[src/rtl/sgd_x_updated_drain.sv]
// sgd_x_updated_drain
//   Streams the trained model out of the x_updated BRAM bank. The block reads
//   word addresses 0..N-1 in order, absorbs the BRAM read latency with a
//   valid shift register, and buffers the returned words in a small prefetch
//   FIFO. That FIFO feeds a registered first-word-fall-through valid/ready
//   output. A credit check keeps in-flight reads plus buffered words within
//   FIFO_DEPTH, so the FIFO can never overflow.
// Ports:
//   clk, rst_n          clock, asynchronous active-low reset
//   start, dimension    begin a drain; dimension is captured on start
//   x_updated_rd_addr   registered BRAM read address
//   x_updated_rd_data   BRAM read data, RD_LATENCY cycles after the address
//   x_out_*             output word stream (data/valid/ready/last)
//   busy, done          drain in progress / one-cycle completion pulse

`ifndef NUM_BITS_PER_BANK
`define NUM_BITS_PER_BANK 4
`endif
`ifndef DIS_X_BIT_DEPTH
`define DIS_X_BIT_DEPTH 10
`endif
`ifndef BIT_WIDTH_OF_BANK
`define BIT_WIDTH_OF_BANK 2
`endif
`ifndef ENGINE_NUM_WIDTH
`define ENGINE_NUM_WIDTH 1
`endif

module sgd_x_updated_drain #(
  parameter int LANES      = `NUM_BITS_PER_BANK,
  parameter int ADDR_BITS  = `DIS_X_BIT_DEPTH,
  parameter int RD_LATENCY = 2,
  parameter int FIFO_DEPTH = 4
) (
  input  logic                  clk,
  input  logic                  rst_n,
  input  logic                  start,
  input  logic [31:0]           dimension,
  output logic [ADDR_BITS-1:0]  x_updated_rd_addr,
  input  logic [LANES*32-1:0]   x_updated_rd_data,
  output logic [LANES*32-1:0]   x_out_data,
  output logic                  x_out_valid,
  input  logic                  x_out_ready,
  output logic                  x_out_last,
  output logic                  busy,
  output logic                  done
);

  localparam int W  = LANES * 32;
  localparam int S  = `BIT_WIDTH_OF_BANK + `ENGINE_NUM_WIDTH;
  localparam int PW = $clog2(FIFO_DEPTH);
  localparam int CW = $clog2(FIFO_DEPTH + 1);

  localparam logic [2:0] ST_IDLE  = 3'd0;
  localparam logic [2:0] ST_CALC  = 3'd1;
  localparam logic [2:0] ST_READ  = 3'd2;
  localparam logic [2:0] ST_FLUSH = 3'd3;
  localparam logic [2:0] ST_DONE  = 3'd4;

  logic [2:0]            state_q, state_d;
  logic [31:0]           dim_q, dim_d;
  logic [31:0]           n_q, n_d;
  logic [31:0]           issued_q, issued_d;
  logic [31:0]           emitted_q, emitted_d;
  logic [ADDR_BITS-1:0]  addr_q, addr_d;
  logic                  issue_q, issue_d;      // address is on the BRAM port this cycle
  logic [RD_LATENCY-1:0] sr_q, sr_d;            // read-latency tracking
  logic [W-1:0]          mem_q [FIFO_DEPTH];
  logic [PW-1:0]         wr_ptr_q, wr_ptr_d;
  logic [PW-1:0]         rd_ptr_q, rd_ptr_d;
  logic [CW-1:0]         cnt_q, cnt_d;
  logic [W-1:0]          od_q, od_d;
  logic                  ov_q, ov_d;
  logic                  busy_q, busy_d;
  logic                  done_q, done_d;

  logic [31:0]           n_calc_s;
  logic [7:0]            occ_s;
  logic                  credit_ok_s;
  logic                  pop_s, push_s, load_s, wr_en_s, last_s, idle_pipe_s;

  assign n_calc_s    = (dim_q >> S) + {31'd0, |dim_q[S-1:0]};
  assign pop_s       = ov_q & x_out_ready;
  assign push_s      = sr_q[RD_LATENCY-1];
  // The output register can take a new word when empty or being drained now.
  assign load_s      = ~ov_q | x_out_ready;
  assign last_s      = ov_q & (emitted_q == (n_q - 32'd1));
  assign idle_pipe_s = ~issue_q & (sr_q == {RD_LATENCY{1'b0}});

  // Occupancy after this edge's pop; counting the pop lets a full pipeline
  // keep issuing one read per cycle with ready held high.
  always_comb begin
    occ_s = {7'd0, issue_q};
    for (int i = 0; i < RD_LATENCY; i++) begin
      occ_s = occ_s + {7'd0, sr_q[i]};
    end
    occ_s = occ_s + 8'(cnt_q) + {7'd0, ov_q} - {7'd0, pop_s};
    credit_ok_s = (occ_s < 8'(FIFO_DEPTH));
  end

  // Drain sequencing: word count, read issue and completion.
  always_comb begin
    state_d   = state_q;
    dim_d     = dim_q;
    n_d       = n_q;
    issued_d  = issued_q;
    emitted_d = pop_s ? (emitted_q + 32'd1) : emitted_q;
    addr_d    = addr_q;
    issue_d   = 1'b0;
    case (state_q)
      ST_IDLE: begin
        addr_d = {ADDR_BITS{1'b0}};
        if (start) begin
          dim_d     = dimension;
          n_d       = 32'd0;
          issued_d  = 32'd0;
          emitted_d = 32'd0;
          state_d   = ST_CALC;
        end else begin
          state_d = ST_IDLE;
        end
      end
      ST_CALC: begin
        n_d = n_calc_s;
        if (n_calc_s != 32'd0) begin
          // Pipeline is empty, so the first read needs no credit check.
          issue_d  = 1'b1;
          addr_d   = {ADDR_BITS{1'b0}};
          issued_d = 32'd1;
          state_d  = ST_READ;
        end else begin
          state_d = ST_DONE;
        end
      end
      ST_READ: begin
        if (issued_q == n_q) begin
          state_d = ST_FLUSH;
        end else if (credit_ok_s) begin
          issue_d  = 1'b1;
          addr_d   = issued_q[ADDR_BITS-1:0];
          issued_d = issued_q + 32'd1;
        end else begin
          state_d = ST_READ;
        end
      end
      ST_FLUSH: begin
        if (pop_s && last_s && idle_pipe_s && (cnt_q == {CW{1'b0}})) begin
          state_d = ST_DONE;
        end else begin
          state_d = ST_FLUSH;
        end
      end
      ST_DONE: begin
        state_d = ST_IDLE;
      end
      default: begin
        state_d = ST_IDLE;
      end
    endcase
    busy_d = (state_d != ST_IDLE);
    done_d = (state_d == ST_DONE);
  end

  // Read-latency shift register: a bit matures when its data is on the bus.
  always_comb begin
    sr_d    = sr_q;
    sr_d[0] = issue_q;
    for (int i = 1; i < RD_LATENCY; i++) begin
      sr_d[i] = sr_q[i-1];
    end
  end

  // Prefetch FIFO and registered output stage; a maturing word bypasses the
  // memory when the memory is empty and the output stage can load.
  always_comb begin
    od_d     = od_q;
    ov_d     = ov_q;
    rd_ptr_d = rd_ptr_q;
    wr_ptr_d = wr_ptr_q;
    wr_en_s  = push_s & ~(load_s & (cnt_q == {CW{1'b0}}));
    if (load_s) begin
      if (cnt_q != {CW{1'b0}}) begin
        od_d     = mem_q[rd_ptr_q];
        ov_d     = 1'b1;
        rd_ptr_d = (rd_ptr_q == PW'(FIFO_DEPTH - 1)) ? {PW{1'b0}} : (rd_ptr_q + PW'(1));
      end else if (push_s) begin
        od_d = x_updated_rd_data;
        ov_d = 1'b1;
      end else begin
        ov_d = 1'b0;
      end
    end else begin
      ov_d = ov_q;
    end
    if (wr_en_s) begin
      wr_ptr_d = (wr_ptr_q == PW'(FIFO_DEPTH - 1)) ? {PW{1'b0}} : (wr_ptr_q + PW'(1));
    end else begin
      wr_ptr_d = wr_ptr_q;
    end
    cnt_d = cnt_q + CW'(wr_en_s) - CW'(load_s && (cnt_q != {CW{1'b0}}));
  end

  // FIFO storage; contents are don't-care while the count is zero.
  always_ff @(posedge clk) begin
    if (wr_en_s) begin
      mem_q[wr_ptr_q] <= x_updated_rd_data;
    end
  end

  // State, counters and output registers.
  always_ff @(posedge clk or negedge rst_n) begin
    if (!rst_n) begin
      state_q   <= ST_IDLE;
      dim_q     <= 32'd0;
      n_q       <= 32'd0;
      issued_q  <= 32'd0;
      emitted_q <= 32'd0;
      addr_q    <= {ADDR_BITS{1'b0}};
      issue_q   <= 1'b0;
      sr_q      <= {RD_LATENCY{1'b0}};
      wr_ptr_q  <= {PW{1'b0}};
      rd_ptr_q  <= {PW{1'b0}};
      cnt_q     <= {CW{1'b0}};
      od_q      <= {W{1'b0}};
      ov_q      <= 1'b0;
      busy_q    <= 1'b0;
      done_q    <= 1'b0;
    end else begin
      state_q   <= state_d;
      dim_q     <= dim_d;
      n_q       <= n_d;
      issued_q  <= issued_d;
      emitted_q <= emitted_d;
      addr_q    <= addr_d;
      issue_q   <= issue_d;
      sr_q      <= sr_d;
      wr_ptr_q  <= wr_ptr_d;
      rd_ptr_q  <= rd_ptr_d;
      cnt_q     <= cnt_d;
      od_q      <= od_d;
      ov_q      <= ov_d;
      busy_q    <= busy_d;
      done_q    <= done_d;
    end
  end

  assign x_updated_rd_addr = addr_q;
  assign x_out_data        = od_q;
  assign x_out_valid       = ov_q;
  assign x_out_last        = last_s;
  assign busy              = busy_q;
  assign done              = done_q;

endmodule

[config.mk]
export PLATFORM = sky130hd
export DESIGN_NAME = sgd_x_updated_drain
export DESIGN_NICKNAME = d
export VERILOG_FILES = /design/src/rtl/sgd_x_updated_drain.sv
export SDC_FILE = /design/constraint.sdc
export NUM_CORES = 1
export LEC_CHECK = 0
export CORE_MARGIN = 2
export CORE_UTILIZATION = 50
export CTS_BUF_LIST = sky130_fd_sc_hd__clkbuf_4 sky130_fd_sc_hd__clkbuf_8
export DETAILED_ROUTE_END_ITERATION = 6
export HOLD_SLACK_MARGIN = 0.15
export PLACE_DENSITY = 0.73
export SLEW_MARGIN = 30
export SYNTH_ARGS = -nofsm -noshare
export SYNTH_HDL_FRONTEND = slang
export SYNTH_SLANG_ARGS = --single-unit
[constraint.sdc]
create_clock -name clk -period 4.9 [get_ports clk]
set_input_delay 0.98 -clock clk [delete_from_list [all_inputs] [get_ports clk]]
set_output_delay 0.98 -clock clk [all_outputs]
set_load 0.01 [all_outputs]
==> results of run 1 <==
## kinds of logic after synthesis
group	Yosys count	synth area share, %
buffers and inverters	176	2.067
DFF	792	65.91
AOI/OAI and AO/OA	318	6.069
xor gates and xnor gates	121	3.121
muxes	295	13.54
adders and majority gates	22	0.8548
and+or+nand+nor	585	8.441
## final timing paths
path / endpoint / slack, ns
setup / recovery: x_out_last / 0.21
hold / removal: dim_q[13]$_DFFE_PN0P_ / 0.28
setup reg to reg: issued_q[0]$_DFFE_PN0P_ / 1.13
hold reg to reg: sr_q[0]$_DFF_PN0_ / 0.42
max in group asynchronous: x_out_data[8]$_DFFE_PN0P_ / 3.63
min in group clk: sr_q[0]$_DFF_PN0_ / 0.42
## sequential cells by signal (all words and copies together), names as in the netlist, 2 cells and up
name               flops
cnt_q                  3
dim_q                 32
emitted_q             32
issued_q              32
mem_q                512
n_q                   30
rd_ptr_q               2
sr_q                   2
state_q                3
wr_ptr_q               2
x_out_data           128
x_updated_rd_addr     10
## power by group through the flow
| stage | Combinational [W] | Clock (W) | Sequential [W] |
|---|---|---|---|
| finish | 0.00838 | 0.00602 | 0.00971 |
| global route | 0.00912 | 0.00642 | 0.00988 |
| CTS | 0.00836 | 0.00615 | 0.00979 |
| detailed placement | 0.00826 | 0 | 0.00990 |
| global placement | 0.00812 | 0 | 0.00984 |
| floorplan | 0.00546 | 0 | 0.00942 |
## layout make-up
| type | instances | area (µm²) | area share [%] |
|---|---|---|---|
| diodes | 5 | 12.51 | 0.03058 |
| clock buffers | 206 | 2472 | 6.043 |
| clock inverters | 27 | 290.3 | 0.7095 |
| inverters | 34 | 127.6 | 0.3119 |
| multi-input cells | 1341 | 10950 | 26.76 |
| flip-flops and latches | 792 | 22390 | 54.73 |
| well taps | 873 | 1092 | 2.670 |
| repair buffers | 353 | 3578 | 8.746 |
## placed cells by master, fill, tap and decap left out, types with 7 or more instances in the layout
master,Yosys,final
edfxtp_1,512,512
clkdlybuf4s50_1,0,303
dfrtp_1,280,276
nor2_1,206,203
a21oi_1,151,151
clkbuf_8,0,148
mux2i_1,133,133
mux4_2,128,128
nand2_1,125,124
xor2_1,85,85
clkbuf_4,0,58
nand3_1,53,52
o21ai_0,43,43
xnor2_1,36,36
buf_4,2,35
inv_1,34,34
nor3_1,35,34
mux2_2,34,34
nand4_1,32,32
o21ai_2,25,25
nor4_1,23,20
ha_1,20,20
or3_1,19,18
a22o_1,15,15
and3_1,14,14
o31a_1,14,14
nand2b_1,12,12
and4_1,12,11
buf_12,0,11
a31oi_1,10,10
and2_1,11,7
## metal layers
metal	track usage [%]	vias up
li1	-	9468
met1	30.20	10680
met2	39.81	574
met3	6.633	164
met4	8.108	24
met5	0	-
## cells in the mapped netlist, types with 14 or more instances
cell and instances:
mux4_2 128, nand3_1 53, nor3_1 35, dfrtp_1 280
a22o_1 15, o31a_1 14, o21ai_2 25, nor4_1 23
nand2_1 125, or3_1 19, edfxtp_1 512, nor2_1 206
clkbuf_1 109, xnor2_1 36, and3_1 14, mux2_2 34
mux2i_1 133, nand4_1 32, inv_1 34, o21ai_0 43
buf_1 19, xor2_1 85, ha_1 20, a21oi_1 151
## worst max-delay path: cells and delay by family, from the launching register on
kind,cells,cell delay (ns)
and+or+nand+nor,4,1.44
AOI/OAI and AO/OA,3,0.78
DFF,1,0.45
buffers and inverters,1,0.28
## stage by stage
step	instances	worst slack (ns)	hold WS (ns)	total power [W]	util, %
floorplan	2309	0.9860	0.3750	0.01488	-
global placement	3391	0.3132	0.4212	0.01796	56.68
detailed placement	3391	0.2573	0.4035	0.01816	56.68
CTS	3625	0.1312	0.2604	0.02429	60.84
global route	3630	0.01475	0.3110	0.02542	60.92
finish	3631	0.2087	0.2819	0.02410	60.92
## timing repair
action	in CTS	in global routing
setup endpoints to repair	1	1
gates resized for setup	9	0
buffers inserted	1	0
pin swaps	3	1
==> results.md, run 1 <==
* Mapped cell area at 33,960 µm²
* Vias at between 20,000 and 25,000
* I/O pin count at ~310
* Largest fanout on the critical path at 5
* R2r worst-path depth at 11
* First-pass GRT wire length at around 130,000 µm
* Clock power frac at about a quarter
* Placer Congestion at about 0.89
* Least-Margin Pin Slew at around 0.97 ns
* Die Y at about 260 µm
* Largest net degree at the start of global routing at just over 100
* Antenna Nets Post-Route at 0
* Hold Crit Class: in -> async
* Row cnt at 95
* Cells after Synth at around 2,300
* Top cells by area, synth: edfxtp_1 45%, dfrtp_1 21%, mux4_2 8.5%, mux2i_1 3.9%, nor2_1 2.3%
* Yosys warnings at 0
* Register area share after synthesis at between 60 and 70%
* Startpoint Class: flip-flop
* Critical path required time at 3.92 ns
* CTS buffer count at roughly 130
* Die Span X at about 260 µm
* Fillers at ~5,000
* Hold Fails Final Rpt at 0
* CP max stage cell: or4_4
* Cell Area, Placed at 38,060 µm²
* Initial antenna violation count at 17
* Worst r2r src: dim_q[2]$_DFFE_PN0P_
* Via/cell ratio at roughly 5.8
* Die area at about 70,000 µm²
* Logic gate share of total power at between 30% and 40%
* CTS Buffer Depth at 3
* Max-slew headroom at around a third
* Fin nets at between 2,000 and 3,000
* Clock latency on the worst-skew pair at about 0.78 ns
* Pre-antenna DRT Iters at 7
* Status: finished, final reports clean
* Layout Cell Area excl Fill at approximately 41,000 µm²
* Vias in the first global route at 22,040
* Detailed Place HPWL at roughly 52,000 µm
* WL met3 at approximately 5400 µm
* Pwr dens at 589.2 nW/µm²
* Critical Path AT at 3.71 ns
* Core ar. at between 60,000 and 70,000 µm²
* Period utilization at 95.74%
* Dominant synthesized flop cell: edfxtp_1
* P_leak at around 15 nW
* M1 WL at 33,560 µm
* Layout Skew at 0.05122 ns
* Mapped Avg Cell Area at ~15 µm²
* Int Power at 0.01586 W
* Crit-path cells: or4_4 -> or2_1 -> or3_1 -> o41ai_2 -> o2111ai_1 -> a2111oi_2 -> and3_1 -> dlygate4sd2_1
* CTS tree: done
* Fraction of registers with async set or reset after synthesis at around 35%
* Layout cells sized above 1 at 18.31%
* Seq pwr share at 40.3%
* Max Clk Rate at ~210 MHz
* CTS Hold Bufs at 0
* Cell taking the most area after synthesis: edfxtp_1
* Sw Ratio at between 30 and 40%
* Routed wire length per instance at approximately 23 µm
* Tmin final at between 4 and 5 ns
* Top routing layer used: met5
* H-tree level count at 4
* Maximum vdd drop at ~0.36 mV
* Starting Density at around 51%
* Post-route DRC at 0
* Total Wirelength at 82,070 µm
* Sw Pwr at ~0.008 W
* Congestion Overflow GR at 0
* Endpoint class of the critical path: output pin
* Initial drt markers at ~1,700
* Final Max Tran Viols at 0
* Net Count, Synth at roughly 2,500
* Area growth syn-to-layout at 20.48%
* Root Buffer: clkbuf_8
* Port bufs at around 310
* Yosys reg bits at about 790
* TNS Setup at 0 ns
* Clock Sinks at around 790
* EDFF count, synth at 512
* CP startpoint: n_q[21]$_DFFE_PN0P_
* Yosys cell types at between 80 and 90
* CP max stage delay at 0.54 ns
* Yosys top cell area share at a little under half
* DR WL met2 at 40,910 µm
* RSZ-0062 raised after global routing: false
* Setup violators final at 0
* Clock-pin slew on the worst setup and hold paths at roughly 0.060 ns
* Crit Path Class: reg -> out
* Maxcap violations at 0
* GRT Util Overall at a little under a quarter
No activity file was read; power rests on OpenSTA's default activity.
==> run 2, diff against run 1 <==
- clock period: 4.9 -> 4.8 ns (I/O delays scaled with it)
==> run 2 against run 1 <==
  * Setup slack lost 0.038 ns
  * Final area grew 0.47%
  * Sequential cell count is the same
  * Critical path type unchanged
  * Clock skew shrank 0.010 ns
  * Register-to-register slack lost 0.15 ns
  * Largest cell class unchanged
==> results.md, run 2 (synthesis gave the netlist of run 1 again) <==
* Status: finished, final reports clean
* Layout Cell Area excl Fill at between 40,000 and 50,000 µm²
* Setup violators final at 0
* Root Buffer: clkbuf_8
* Area growth syn-to-layout at 21.05%
* Via/cell ratio at 5.736
* Final Util at a little over 60%
* CTS tree: done
* CTS Hold Bufs at 0
* Top reg by flops: mem_q
* Pre-antenna DRT Iters at 5
* Initial antenna violation count at 19
* CTS Buffer Depth at 3
* Routed wire length per instance at between 20 and 25 µm
* Least-Margin Pin Slew at roughly 0.9 ns
* RSZ-0062 raised after global routing: false
* Port bufs at a little over 300
* GRT Util Overall at between 20% and 30%
* Endpoint class of the critical path: output pin
* Clock latency on the worst-skew pair at around 0.79 ns
* CP max stage cell: or4_4
* Antenna Nets Post-Route at 0
* Period utilization at between 90% and 100%
* Overall power at 0.02465 W
* Leading cell type in the layout, fill and taps excluded: edfxtp_1
* Clock Sinks at approximately 790
* Max FFs per register at roughly 510
* Vias in the first global route at between 20,000 and 25,000
* Largest fanout on the critical path at 5
* Die Y at 264.6 µm
* Pwr dens at around 600 nW/µm²
* Clock-pin slew on the worst setup and hold paths at ~0.06 ns
* Row cnt at 95
* Maxcap violations at 0
* Placer Congestion at around 0.89
* Commonest cells after routing, fill and taps aside: 512 x edfxtp_1, 303 x clkdlybuf4s50_1, 274 x dfrtp_1, 203 x nor2_1, 151 x a21oi_1
* Max-slew headroom at roughly two fifths
* H-tree level count at 4
* Initial drt markers at 1,651
* CP max stage delay at around 0.56 ns
* TNS Setup at 0 ns
* P_leak at ~16 nW
* Starting Density at between 50% and 60%
* Largest net degree at the start of global routing at roughly 110
* Congestion Overflow GR at 0
* Layout cells sized above 1 at a little under a fifth
* Fin nets at 2,846
* Post-route DRC at 0
* Crit-path cells: or4_4 -> or2_1 -> or3_1 -> o41ai_2 -> o2111ai_2 -> a2111oi_4 -> and3_4 -> clkdlybuf4s15_2
* Detailed Place HPWL at between 50,000 and 60,000 µm
* Startpoint Class: flip-flop
* Tmin final at 4.630 ns
* Layout Skew at slightly above 0.04 ns
* First-pass GRT wire length at 128,100 µm
* Vias at around 21,000
* Critical Path AT at 3.67 ns
* Final Max Tran Viols at 0
* Hold Crit Class: in -> async
* CTS buffer count at around 130
* Cell Area, Placed at 38,250 µm²
* Crit Path Class: reg -> out
* Hold Fails Final Rpt at 0
* Critical path required time at roughly 3.8 ns
* Maximum vdd drop at between 0.4 and 0.5 mV
* Die Span X at 264.6 µm
* I/O pin count at a little over 300
* Core ar. at 67,160 µm²
* Final worst setup slack at about 0.17 ns
* Total Wirelength at a little over 80,000 µm
* Max Clk Rate at 216.0 MHz
* Post-place setup slack at about 0.22 ns
* Die area at approximately 70,000 µm²
[run 2: cell count changes in the layout (fill, tap and decap cells not counted), moves of 2 or more]
cell,before,now
inv_8,2,4
clkbuf_4,58,64
clkinv_1,6,10
diode_2,5,9
dfrtp_2,2,4
clkbuf_8,148,146
buf_12,11,22
buf_4,35,32
dfrtp_1,276,274
[run 2: path summary, 6_finish.rpt]
kind,endpoint,slack (ns),depth (start not counted),from
max in group asynchronous,dim_q[7]$_DFFE_PN0P_,3.48,2,rst_n
setup / recovery,x_out_last,0.17,8,n_q[20]$_DFFE_PN0P_
hold / removal,dim_q[28]$_DFFE_PN0P_,0.26,1,rst_n
min in group clk,sr_q[1]$_DFF_PN0_,0.42,0,sr_q[0]$_DFF_PN0_
setup reg to reg,issued_q[0]$_DFFE_PN0P_,0.98,11,dim_q[1]$_DFFE_PN0P_
hold reg to reg,sr_q[1]$_DFF_PN0_,0.42,0,sr_q[0]$_DFF_PN0_
[run 2: metrics by stage]
step	hold slack [ns]	cells
3_5_place_dp	0.4067	3397
3_3_place_gp	0.4146	3396
5_1_grt	0.2670	3644
2_1_floorplan	0.3750	2309
6_report	0.2592	3647
4_1_cts	0.2306	3638
[run 2: final cells by class]
| class | count | area [µm²] |
|---|---|---|
| fill | 5007 | 26050 |
| sequential | 792 | 22390 |
| multi-input combinational | 1341 | 10970 |
| timing repair buffer | 359 | 3740 |
| clock buffer | 210 | 2490 |
| tap | 873 | 1092 |
| clock inverter | 29 | 269.0 |
| inverter | 34 | 127.6 |
| antenna | 9 | 22.52 |
[run 2: worst max-delay path: cells and delay by family, from the launching register on]
| kind | cells | cell delay, ns |
|---|---|---|
| buffers and inverters | 1 | 0.22 |
| AND/OR/NAND/NOR | 4 | 1.43 |
| AO/OA/AOI/OAI | 3 | 0.80 |
| flip-flops | 1 | 0.45 |
[run 2: report_power, final]
| group | total, W | internal, W | leakage, nW | switching (W) |
|---|---|---|---|---|
| clock network | 0.00613 | 0.00336 | 1.47 | 0.00277 |
| logic | 0.00859 | 0.00424 | 6.13 | 0.00435 |
| registers | 0.00992 | 0.00863 | 7.95 | 0.00129 |
[run 2: what timing repair did]
action	in CTS	in global routing
setup buffers	2	0
endpoints found under the setup margin	1	1
gates resized for setup	10	8
endpoints found under the hold margin	0	0
pin swaps	5	3
[run 2: metal layers]
layer	global-route usage (%)	vias up	part of all wire, %
met5	0	-	0.16
met4	8.001	18	2.3
met3	6.605	139	6.4
met2	39.72	595	50
met1	30.44	10670	41
li1	-	9494	-
